**config.mk**
```make
export PLATFORM = sky130hd
export DESIGN_NAME = booth_mult_scheduler_flat
export DESIGN_NICKNAME = d
export VERILOG_FILES = /design/src/rtl/booth_mult_scheduler_if.sv /design/src/rtl/booth_mult_scheduler.sv /design/src/flat_wrapper.sv
export SDC_FILE = /design/constraint.sdc
export NUM_CORES = 1
export LEC_CHECK = 0
export CAP_MARGIN = 30
export CORE_ASPECT_RATIO = 0.7
export CORE_UTILIZATION = 52
export CTS_CLUSTER_SIZE = 10
export DETAILED_ROUTE_END_ITERATION = 10
export PLACE_DENSITY = 0.95
export SYNTH_ARGS = -nofsm -noshare
export SYNTH_HDL_FRONTEND = slang
export SYNTH_SLANG_ARGS = --single-unit
```
**constraint.sdc**
```tcl
create_clock -name clk -period 7.2 [get_ports clk]
set_input_delay 1.44 -clock clk [delete_from_list [all_inputs] [get_ports clk]]
set_output_delay 1.44 -clock clk [all_outputs]
set_load 0.05 [all_outputs]
```
**src/rtl/booth_mult_scheduler_if.sv**
```systemverilog
// Request/result bundle shared by four requesters and the Booth multiplier scheduler.
// Ports: req/m_in/q_in flow from requesters; gnt/done/prdt/owner/busy flow back.
// master = requester side (testbench), slave = scheduler side.
interface booth_mult_scheduler_if;
  logic [3:0]  req;
  logic [31:0] m_in;
  logic [31:0] q_in;
  logic [3:0]  gnt;
  logic [3:0]  done;
  logic [15:0] prdt;
  logic [1:0]  owner;
  logic        busy;

  modport master (
    output req, m_in, q_in,
    input  gnt, done, prdt, owner, busy
  );

  modport slave (
    input  req, m_in, q_in,
    output gnt, done, prdt, owner, busy
  );
endinterface

```
**src/rtl/booth_mult_scheduler.sv**
```systemverilog
// Round-robin scheduler sharing one 8x8 signed radix-2 Booth multiplier among four requesters.
// Latency: gnt in cycle C, done in C+8, earliest next gnt in C+10; requests are only seen in IDLE.
// Ports: clk, reset (async, active-high), bus (slave modport: req/m_in/q_in in; gnt/done/prdt/owner/busy out).
module booth_mult_scheduler (
  input  logic                  clk,
  input  logic                  reset,
  booth_mult_scheduler_if.slave bus
);

  typedef enum logic [1:0] {
    IDLE = 2'd0,
    ITER = 2'd1,
    DONE = 2'd2
  } state_t;

  state_t      state;
  state_t      state_nxt;

  logic [1:0]  last_win;
  logic [1:0]  win;
  logic [1:0]  idx;
  logic        win_vld;

  logic [8:0]  m_reg;
  logic [8:0]  a_reg;
  logic [7:0]  q_reg;
  logic        q_m1;
  logic [2:0]  count;

  logic [8:0]  a_sum;
  logic [8:0]  a_nxt;
  logic [7:0]  q_nxt;
  logic        last_step;

  logic [3:0]  gnt_r;
  logic [3:0]  done_r;
  logic [15:0] prdt_r;
  logic [1:0]  owner_r;

  // Round-robin pick: scan starting one past the last winner, wrapping mod 4.
  always_comb begin
    win     = last_win;
    win_vld = 1'b0;
    idx     = 2'd0;
    for (int i = 1; i <= 4; i++) begin
      idx = last_win + 2'(i);
      if (!win_vld && bus.req[idx]) begin
        win     = idx;
        win_vld = 1'b1;
      end
    end
  end

  // One Booth step: add/subtract M on the {Q0,Q-1} pair, then arithmetic
  // right shift of the concatenation {A,Q,Q-1}.
  always_comb begin
    case ({q_reg[0], q_m1})
      2'b10:   a_sum = a_reg - m_reg;
      2'b01:   a_sum = a_reg + m_reg;
      default: a_sum = a_reg;
    endcase
  end

  assign a_nxt     = {a_sum[8], a_sum[8:1]};
  assign q_nxt     = {a_sum[0], q_reg[7:1]};
  assign last_step = (count == 3'd7);

  always_ff @(posedge clk or posedge reset) begin
    if (reset) state <= IDLE;
    else       state <= state_nxt;
  end

  always_comb begin
    state_nxt = state;
    case (state)
      IDLE:    if (win_vld) state_nxt = ITER;
      ITER:    if (last_step) state_nxt = DONE;
      DONE:    state_nxt = IDLE;
      default: state_nxt = IDLE;
    endcase
  end

  always_ff @(posedge clk or posedge reset) begin
    if (reset) begin
      last_win <= 2'd3;
      m_reg    <= 9'd0;
      a_reg    <= 9'd0;
      q_reg    <= 8'd0;
      q_m1     <= 1'b0;
      count    <= 3'd0;
      gnt_r    <= 4'd0;
      done_r   <= 4'd0;
      prdt_r   <= 16'd0;
      owner_r  <= 2'd0;
    end else begin
      // gnt and done are single-cycle pulses.
      gnt_r  <= 4'd0;
      done_r <= 4'd0;
      case (state)
        IDLE: begin
          if (win_vld) begin
            // M is sign-extended to 9 bits so that -128 can be negated in A.
            m_reg    <= {bus.m_in[{win, 3'b000} + 5'd7], bus.m_in[{win, 3'b000} +: 8]};
            q_reg    <= bus.q_in[{win, 3'b000} +: 8];
            a_reg    <= 9'd0;
            q_m1     <= 1'b0;
            count    <= 3'd0;
            gnt_r    <= 4'b0001 << win;
            owner_r  <= win;
            last_win <= win;
          end
        end
        ITER: begin
          a_reg <= a_nxt;
          q_reg <= q_nxt;
          q_m1  <= q_reg[0];
          count <= count + 3'd1;
          if (last_step) begin
            prdt_r <= {a_nxt[7:0], q_nxt};
            done_r <= 4'b0001 << owner_r;
          end
        end
        default: ;
      endcase
    end
  end

  assign bus.gnt   = gnt_r;
  assign bus.done  = done_r;
  assign bus.prdt  = prdt_r;
  assign bus.owner = owner_r;
  assign bus.busy  = (state != IDLE);

endmodule

```
**src/flat_wrapper.sv**
```systemverilog
// flat-port wrapper written by rule: the top's interface ports become plain ports
module booth_mult_scheduler_flat 
  (clk, reset, bus_req, bus_m_in, bus_q_in, bus_gnt, bus_done, bus_prdt, bus_owner, bus_busy);
  booth_mult_scheduler_if bus_i ();
  input  logic clk;
  input  logic reset;
  input wire logic [$bits(bus_i.req)-1:0] bus_req;
  input wire logic [$bits(bus_i.m_in)-1:0] bus_m_in;
  input wire logic [$bits(bus_i.q_in)-1:0] bus_q_in;
  output wire logic [$bits(bus_i.gnt)-1:0] bus_gnt;
  output wire logic [$bits(bus_i.done)-1:0] bus_done;
  output wire logic [$bits(bus_i.prdt)-1:0] bus_prdt;
  output wire logic [$bits(bus_i.owner)-1:0] bus_owner;
  output wire logic [$bits(bus_i.busy)-1:0] bus_busy;
  assign bus_i.req = bus_req;
  assign bus_i.m_in = bus_m_in;
  assign bus_i.q_in = bus_q_in;
  assign bus_gnt = bus_i.gnt;
  assign bus_done = bus_i.done;
  assign bus_prdt = bus_i.prdt;
  assign bus_owner = bus_i.owner;
  assign bus_busy = bus_i.busy;
  booth_mult_scheduler u_core (.clk(clk), .reset(reset), .bus(bus_i));
endmodule
```
Word-level counts from Yosys, hierarchy flattened
Index checks and enable logic that the tools add are counted.
- bits in registers: 60
- input port bits: 70
- output and inout bits: 27
- logic and storage cells: 80
- $add $sub $neg: 7
- order comparisons: 5
- equal/unequal tests: 6
- shifts and indexed selects: 4
- multiplexer cells: 34
- reduce and logical (&&, ||, !) cells: 13
- operators with widths (kind ; number):
    32-bit by 6-bit variable part select with 8-bit output ; 2
    9-bit case mux with 2 select lines ; 2
    4-bit 2-to-1 mux ; 4
    8-bit case mux with 2 select lines ; 1
    2-bit by 3-bit less-than comparator with 1-bit output (second input constant) ; 4
    2-bit 2-to-1 mux ; 6
    1-bit 2-to-1 mux ; 10
    9-bit adder ; 1
    9-bit 2-to-1 mux ; 1
    9-bit subtractor ; 1
    1-bit binary-select mux with 2-bit select ; 4
    8-bit 2-to-1 mux ; 1
    2-bit AND reduction ; 4
    1-bit by 2-bit left shift with 4-bit output (first input constant) ; 2
    5-bit by 6-bit less-than comparator with 1-bit output (second input constant) ; 1
    3-bit case mux with 2 select lines ; 1
    5-bit by 3-bit adder with 5-bit output (second input constant) ; 1
    1-bit binary-select mux with 5-bit select ; 1
    2-bit adder (second input constant) ; 2
    2-bit by 1-bit == test with 1-bit output (second input constant) ; 2
    2-bit by 1-bit inequality test with 1-bit output (second input constant) ; 2
    2-bit case mux with 2 select lines ; 1
    2-bit nonzero test ; 2
    3-bit by 1-bit adder with 3-bit output (second input constant) ; 1
    other kinds (8) ; 12

Depth between registers and ports, before layout
Gate-level depths: netlist of run 1.
- depth after elaboration: 16
- mapped depth: 11
- depth with buffers taken out: 10

Worst setup path before layout of run 1
No wires, ideal clock.
- path type: register to register
- start: register u_core.q_reg[0]
- end: register u_core.a_reg[5]
- library setup time: 139 ps
- arrival: 2881 ps
- data required time: 7061 ps
- setup slack: 4180 ps
- stages on the path, launching flop included: 11
- path buffers: 1
- period minus slack after synthesis: 3020 ps
- cell sequence: dfrtp_1 inv_1 ha_1 clkbuf_1 mux2_2 fa_1 a211o_1 a21oi_1 mux2_2 a2111oi_0 o21ai_0
- longest elaborated chain between the ends: 3
- elaborated cells between the ends (all ways): 4
- classes of those cells: eq/ne: 2; mux: 2
- ends and longest elaborated chain (what ; RTL line ; source):
    start, declared ; booth_mult_scheduler.sv:26 ; logic [7:0] q_reg;
    start signal, assigned ; booth_mult_scheduler.sv:104 ; q_reg <= bus.q_in[{win, 3'b000} +: 8];
    start signal, assigned ; booth_mult_scheduler.sv:115 ; q_reg <= q_nxt;
    2-bit by 1-bit == test with 1-bit output or 2-bit == test (tied branches) ; booth_mult_scheduler.sv:57 ; case ({q_reg[0], q_m1})
    9-bit case mux with 2 select lines (*) ; booth_mult_scheduler.sv:57 ;
    9-bit case mux with 2 select lines (*) ; booth_mult_scheduler.sv:99 ; case (state)
    end signal, assigned ; booth_mult_scheduler.sv:114 ; a_reg <= a_nxt;
    end, declared ; booth_mult_scheduler.sv:25 ; logic [8:0] a_reg;
Every way passes the cells marked *; elsewhere a longest branch is shown, timed or not.
A chain may end at the register's enable or synchronous reset.

Worst setup path after layout of run 1
- start: input bus_req[1]
- end: register u_core.q_reg[4]
- longest elaborated chain between the ends: 15
- elaborated cells between the ends (all ways): 27
- classes of those cells: eq/ne: 1; shift: 1; mux: 18; reduce/logical: 7
- ends and longest elaborated chain (what ; RTL line ; source):
    start, declared ; flat_wrapper.sv:7 ; input wire logic [$bits(bus_i.req)-1:0] bus_req;
    1-bit binary-select mux with 2-bit select ; booth_mult_scheduler.sv:47 ; if (!win_vld && bus.req[idx]) begin
    1-bit 2-to-1 mux (implied by the code) ; booth_mult_scheduler.sv:47 ;
    1-bit 2-to-1 mux ; booth_mult_scheduler.sv:47 ;
    1-bit zero test ; booth_mult_scheduler.sv:47 ;
    1-bit logical AND ; booth_mult_scheduler.sv:47 ;
    1-bit 2-to-1 mux ; booth_mult_scheduler.sv:47 ;
    1-bit zero test ; booth_mult_scheduler.sv:47 ;
    1-bit logical AND ; booth_mult_scheduler.sv:47 ;
    1-bit 2-to-1 mux ; booth_mult_scheduler.sv:47 ;
    1-bit zero test ; booth_mult_scheduler.sv:47 ;
    1-bit logical AND ; booth_mult_scheduler.sv:47 ;
    2-bit 2-to-1 mux ; booth_mult_scheduler.sv:47 ;
    32-bit by 6-bit variable part select with 8-bit output ; booth_mult_scheduler.sv:104 ;
    8-bit 2-to-1 mux ; booth_mult_scheduler.sv:101 ; if (win_vld) begin
    8-bit case mux with 2 select lines ; booth_mult_scheduler.sv:99 ;
Several ways; a longest one is shown, not always the timed one. The select of a mux whose other input is x is not followed.

==> results of run 1 <==
## placed cells by master (no fill, tap or decap), types with 11 or more instances in the layout
cell type	instances
a211oi_1	34
a21oi_1	15
and3_1	35
clkbuf_8	11
clkdlybuf4s50_1	96
dfrtp_1	56
ha_1	12
nand2_1	46
nor2_1	16
o21ai_0	22
o31ai_1	19
## stage by stage
step	std cells	utilization	instance area [um2]	worst slack [ps]	total power [mW]
3_3_place_gp	529	0.703	4410	3080	2.17
6_report	546	0.739	4640	3280	2.61
3_5_place_dp	530	0.707	4440	2950	2.28
4_1_cts	546	0.739	4640	3310	2.59
5_1_grt	546	0.739	4640	3000	2.81
2_1_floorplan	379	-	3420	4180	1.83
## final timing paths
check	startpoint	slack [ps]	cells after the start	to
hold reg to reg	u_core.bus.prdt[7]$_DFFE_PP0P_	480	2	u_core.bus.prdt[7]$_DFFE_PP0P_
min in group asynchronous	reset	1610	3	u_core.bus.done[0]$_DFF_PP0_
setup reg to reg	u_core.q_reg[0]$_DFFE_PP0P_	3740	9	u_core.a_reg[5]$_DFFE_PP0P_
max in group asynchronous	reset	5130	3	u_core.a_reg[0]$_DFFE_PP0P_
hold / removal	u_core.bus.prdt[7]$_DFFE_PP0P_	480	2	u_core.bus.prdt[7]$_DFFE_PP0P_
setup / recovery	bus_req[1]	3280	6	u_core.q_reg[4]$_DFFE_PP0P_
## layout make-up
type,instances,share of cell area
clock buffers,11,0.0326
well taps,78,0.0210
multi-input cells,284,0.396
repair buffers,100,0.218
inverters,10,0.00809
clock inverters,5,0.0113
flip-flops and latches,58,0.313
## worst min-delay path: cells and delay by family (launching register included)
family | cells | cell delay (ps)
compound gates | 1 | 60
flops | 1 | 340
simple gates | 1 | 50
## cells in the mapped netlist, drive strengths merged, types with 2 or more instances
| master | number | area [um2] |
|---|---|---|
| xnor2 | 4 | 35.0 |
| o21bai | 2 | 15.0 |
| dfstp | 2 | 52.6 |
| nand2 | 46 | 173 |
| xor2 | 6 | 52.6 |
| nor3b | 5 | 37.5 |
| o21a | 2 | 15.0 |
| nor3 | 10 | 50.1 |
| nor2 | 16 | 60.1 |
| a211oi | 34 | 255 |
| a211o | 4 | 35.0 |
| dfrtp | 56 | 1400 |
| nand2b | 4 | 25.0 |
| o21ai | 22 | 110 |
| ha | 12 | 150 |
| nand3 | 7 | 35.0 |
| inv | 10 | 37.5 |
| mux2 | 2 | 22.5 |
| mux2i | 3 | 30.0 |
| a21o | 5 | 38.8 |
| a31oi | 4 | 25.0 |
| or2 | 2 | 12.5 |
| clkbuf | 24 | 90.1 |
| o31ai | 19 | 143 |
| and3 | 35 | 219 |
| buf | 3 | 11.3 |
| a22oi | 8 | 60.1 |
| a21oi | 15 | 75.1 |
## cells by family after synthesis
kind of cell,count (synthesis)
buffers and inverters,37
AOI/OAI and AO/OA,124
muxes,5
and+or+nand+nor,132
adders and majority gates,13
DFF,58
xor gates and xnor gates,10
## layer usage
layer,track usage,vias up
li1,-,1573
met1,0.395,1550
met2,0.454,146
met3,0.0871,13
met4,0.0713,0
met5,0,-
## power by group through the flow
stage	sequential, mW	clock [mW]	combinational, mW
after floorplan	0.775	0	1.06
after global placement	0.603	0	1.57
after detailed placement	0.611	0	1.66
after CTS	0.608	0.310	1.67
after global routing	0.629	0.325	1.85
final	0.611	0.310	1.69
==> metrics, run 1 <==
CP max stage delay=780 ps; Final Wtd Congestion=0.924; DR vias/cell=6.01; largest net degree at the start of global routing=59; Yosys cell types=46; Die Y-Extent=69.9 um; H-tree levels=3; Sw Pwr=1.28 mW; area fraction in and, or, nand and nor cells after synthesis=0.195; Clock Latency Late Sink=360 ps; Worst path slowest cell=nand2_1; post-synthesis adder-cell area fraction=0.0497; fillcell total=463; CTS tree=done; Critical Path Source Type=input pin; share of layout cells above drive strength 1=0.0662; initial DRC count=162; CP bufs+invs=1; Setup TNS Final=0 ps; highest routed metal layer=met4; post-CTS sizing=0; Routed WL=9.24 mm; worst rel slew slack=0.340; postcts setup bufs=0; RSZ-0062 raised after global routing=false; min Tclk post-route=3920 ps; Yosys reg bits=58; part of the Yosys area used for sequential elements=0.425; first-pass GRT wire length=15.3 mm; WL met1=4.14 mm; CP Class=input pin to register; EDFF count, synth=0; Die Wd=99.0 um; Num Clock Sinks=58; Port Buffer Count=96; CP delay by family, top=compound AO/OA/AOI/OAI gates; post-synthesis average cell area=9.03 um2; yosys warns=0; num ports=97; Final Max Slew Viols=0; sequential share of power=0.234; area occupied by multi-input gates=0.00184 mm2; routed via count=3282; Max Clock Skew=9.09 ps; Layout Nets=546; final hold slack=479 ps; register area=0.00145 mm2; async set or reset register ratio after synthesis=1.00; Syn Inst Count=379; fmax=255 MHz; initial antenna violation count=0; MaxCap Viol Count=0; met2 wire len=4.35 mm; CP endpoint kind=register; Power Density=562 mW/mm2; Compound-Gate Fraction of Synth Area=0.249; worst path arrival time=4150 ps; CTS Buf Count=9; Clk network pwr share=0.119; Core Region=0.00628 mm2; final setup fails=0; peak supply drop=0.230 mV; DP Wirelength=6.79 mm; drt wl/cell=16.9 um; Critical Path Fanout Max=34; vias in the first global route=3177; Sw Ratio=0.489; mux cell area share after synthesis=0.0154; status=finished, final reports clean; Root Driver=clkbuf_8; Synth Area in XOR/XNOR=0.0256; die area=0.00692 mm2; grt total ovfl=0; largest family of logic cells by synthesized area=compound AO/OA/AOI/OAI gates; Largest register FFs=16; DRC viols=0; Fin. Hold Viols=0; Ant. Diodes=0; Area growth syn-to-layout=35.6%; initial core utilization=0.545; Cell Area, Synth=0.00342 mm2; Max clock buf depth=2; Tcrit/Tclk final=0.545; 1st-pass router iterations=5; combinational share of power=0.647; DR WL met3=663 um; Worst EP required=7430 ps; leakage=2.06 nW; hold-fix buffers at CTS=0; worst hold path class=register to register; ys flop type=dfrtp_1; P_int=1.33 mW; clock transition at the registers of the reported paths=60 ps; remaining antenna violation count after routing=0; CP Cell Sequence=clkdlybuf4s50_1, or2_2, a21o_1, nand2_1, a211oi_1, o31ai_1; syn nets=462; Slew @ Worst Pin=988 ps; total track usage=0.290; cell row count=24
(Power assumes the default switching activity.)
==> inputs of run 2 (changes only) <==
- CORE_UTILIZATION: 52 -> 48
- PLACE_DENSITY: 0.95 -> 0.91
- clock period: 7.2 -> 3.95 ns (I/O delays scaled with it)
==> run 2 against run 1 <==
  * Clock power is 120% higher
  * Register-to-register slack worse by 3000 ps
  * Final area grew 1.5%
  * Sequential share of layout area down 0.47 points
  * Cell count increased by 3.5%
  * First-iteration DRC count is 33% higher
  * Critical path depth up 3
  * Routed wire length decreased by 2.2%
  * Clock skew rose by 2.4 ps
  * Power rose by 86%
==> metrics, run 2 (synthesis gave the netlist of run 1 again) <==
status=finished, final reports clean; Area growth syn-to-layout=37.6%; RSZ-0062 raised after global routing=false; cell row count=25 (+4.2%); Top cell by count, worst path=mux2_2; die area=0.00748 mm2 (+8.1%); MaxCap Viol Count=0 (unchanged); DRC viols=0 (unchanged); peak supply drop=0.386 mV (+68%); most frequent cells in the layout=clkdlybuf4s50_1, dfrtp_1, nand2_1; initial core utilization=0.502 (-0.0434); Clk network pwr share=0.143 (+0.024); worst hold path class=register to register; Num Clock Sinks=58 (unchanged); Max Clock Skew=11.5 ps (+2.36 ps); Port Buffer Count=96 (unchanged); sequential share of power=0.227 (-0.007); Final Wtd Congestion=0.942 (+1.9%); CP max stage delay=510 ps (-270 ps); Largest register FFs=16 (unchanged); Slew @ Worst Pin=807 ps (-180 ps); Max clock buf depth=2 (unchanged); first-pass GRT wire length=14.4 mm (-6.1%); share of layout cells above drive strength 1=0.0701 (+0.00382); fillcell total=552 (+19%); Die Wd=103 um (+4.0%); Routed WL=9.04 mm (-2.2%); min Tclk post-route=3250 ps; post-CTS sizing=0 (unchanged); clock transition at the registers of the reported paths=60 ps (about the same); worst r2r path cells=9 (unchanged); final setup fails=0 (unchanged); P_int=2.56 mW (+92%); WL met1=4.16 mm (+0.48%); Critical Path Fanout Max=8 (-76%); total track usage=0.257 (-0.0323); Sw Pwr=2.29 mW (+80%); area occupied by multi-input gates=0.00184 mm2 (unchanged); 1st-pass router iterations=5 (unchanged); num ports=97 (unchanged); initial antenna violation count=0 (unchanged); CTS Buf Count=9 (unchanged); worst rel slew slack=0.462 (+0.122); DP Wirelength=6.61 mm (-2.7%); Worst path slowest cell=a2111oi_0; Critical Path Source Type=register; Setup TNS Final=0 ps (unchanged); Fin. Hold Viols=0 (unchanged); highest routed metal layer=met4; Placed Area=0.00446 mm2 (+0.51%); Tcrit/Tclk final=0.823; routed via count=3279 (-0.091%); Ant. Diodes=0 (unchanged); Clock Latency Late Sink=350 ps (about the same); combinational share of power=0.630 (-0.017); postcts setup bufs=0 (unchanged); Root Driver=clkbuf_8; hold-fix buffers at CTS=0 (unchanged); CTS tree=done; largest net degree at the start of global routing=40 (-32%); CP endpoint kind=register; Sw Ratio=0.473 (-0.0167); Die Y-Extent=72.7 um (+4.0%); vias in the first global route=2991 (-5.9%); fmax=308 MHz; CP Class=register to register; Layout Nets=549 (+0.55%); register area=0.00145 mm2 (unchanged); remaining antenna violation count after routing=0 (unchanged); worst path arrival time=3440 ps (-710 ps); leading cell type in the layout, fill and taps excluded=clkdlybuf4s50_1; leakage=2.08 nW (+1.1%); CP Cell Sequence=inv_1, ha_1, mux2_2, fa_1, a211o_1, a21oi_1, mux2_2, a2111oi_0, o21ai_0; drt wl/cell=16.0 um (-5.5%); Hold Path Stages=2 (unchanged); initial DRC count=215 (+33%); Power Density=1030 mW/mm2 (+83%); Design Area, Final=0.00471 mm2 (+1.5%); Final Max Slew Viols=0 (unchanged); DR WL met3=679 um (+2.4%); Worst EP required=4140 ps (-3290 ps); Core Region=0.00682 mm2 (+8.7%); DR vias/cell=5.80 (-3.5%); grt total ovfl=0 (unchanged); H-tree levels=3 (unchanged); met2 wire len=4.00 mm (-8.0%)
[run 2: worst paths after layout]
path	start	endpoint	slack [ps]
setup / recovery	u_core.q_reg[0]$_DFFE_PP0P_	u_core.a_reg[5]$_DFFE_PP0P_	700
hold / removal	u_core.bus.prdt[7]$_DFFE_PP0P_	u_core.bus.prdt[7]$_DFFE_PP0P_	470
setup reg to reg	u_core.q_reg[0]$_DFFE_PP0P_	u_core.a_reg[5]$_DFFE_PP0P_	700
hold reg to reg	u_core.bus.prdt[7]$_DFFE_PP0P_	u_core.bus.prdt[7]$_DFFE_PP0P_	470
max in group asynchronous	reset	u_core.bus.prdt[11]$_DFFE_PP0P_	2260
min in group asynchronous	reset	u_core.state[1]$_DFFE_PP0P_	920
[run 2: power groups by stage]
stage               clock [mW]  combinational [mW]  sequential, mW
floorplan                    0                1.92            1.41
global placement             0                2.96            1.09
detailed placement           0                3.03            1.10
CTS                      0.700                3.04            1.10
global route             0.723                3.35            1.13
finish                   0.693                3.06            1.10
[run 2: metrics by stage]
step | power (mW) | hold WS (ps) | utilization | setup slack, ps | instances
6_report | 4.85 | 475 | 0.691 | 700 | 565
5_1_grt | 5.20 | 501 | 0.691 | 508 | 565
4_1_cts | 4.84 | 482 | 0.691 | 680 | 565
3_5_place_dp | 4.13 | 466 | 0.654 | 692 | 549
3_3_place_gp | 4.05 | 460 | 0.654 | 802 | 549
2_1_floorplan | 3.34 | 462 | - | 930 | 379
[run 2: layout make-up]
| type | instances | area share |
|---|---|---|
| Multi-Input combinational cell | 284 | 0.390 |
| Sequential cell | 58 | 0.309 |
| Timing Repair Buffer | 103 | 0.215 |
| Clock buffer | 12 | 0.0329 |
| Tap cell | 94 | 0.0250 |
| Clock inverter | 4 | 0.0207 |
| Inverter | 10 | 0.00797 |
[run 2: routing by layer]
| metal | track usage | up-vias |
|---|---|---|
| li1 | - | 1584 |
| met1 | 0.344 | 1538 |
| met2 | 0.399 | 139 |
| met3 | 0.0805 | 18 |
| met4 | 0.0861 | 0 |
| met5 | 0 | - |
[run 2: worst max-delay path, delay by kind of cell, from the launching register on]
family / cells / cell delay [ps]
AOI/OAI and AO/OA: 4 / 1120
DFF: 1 / 370
buffers and inverters: 1 / 70
adders and majority gates: 2 / 760
muxes: 2 / 760
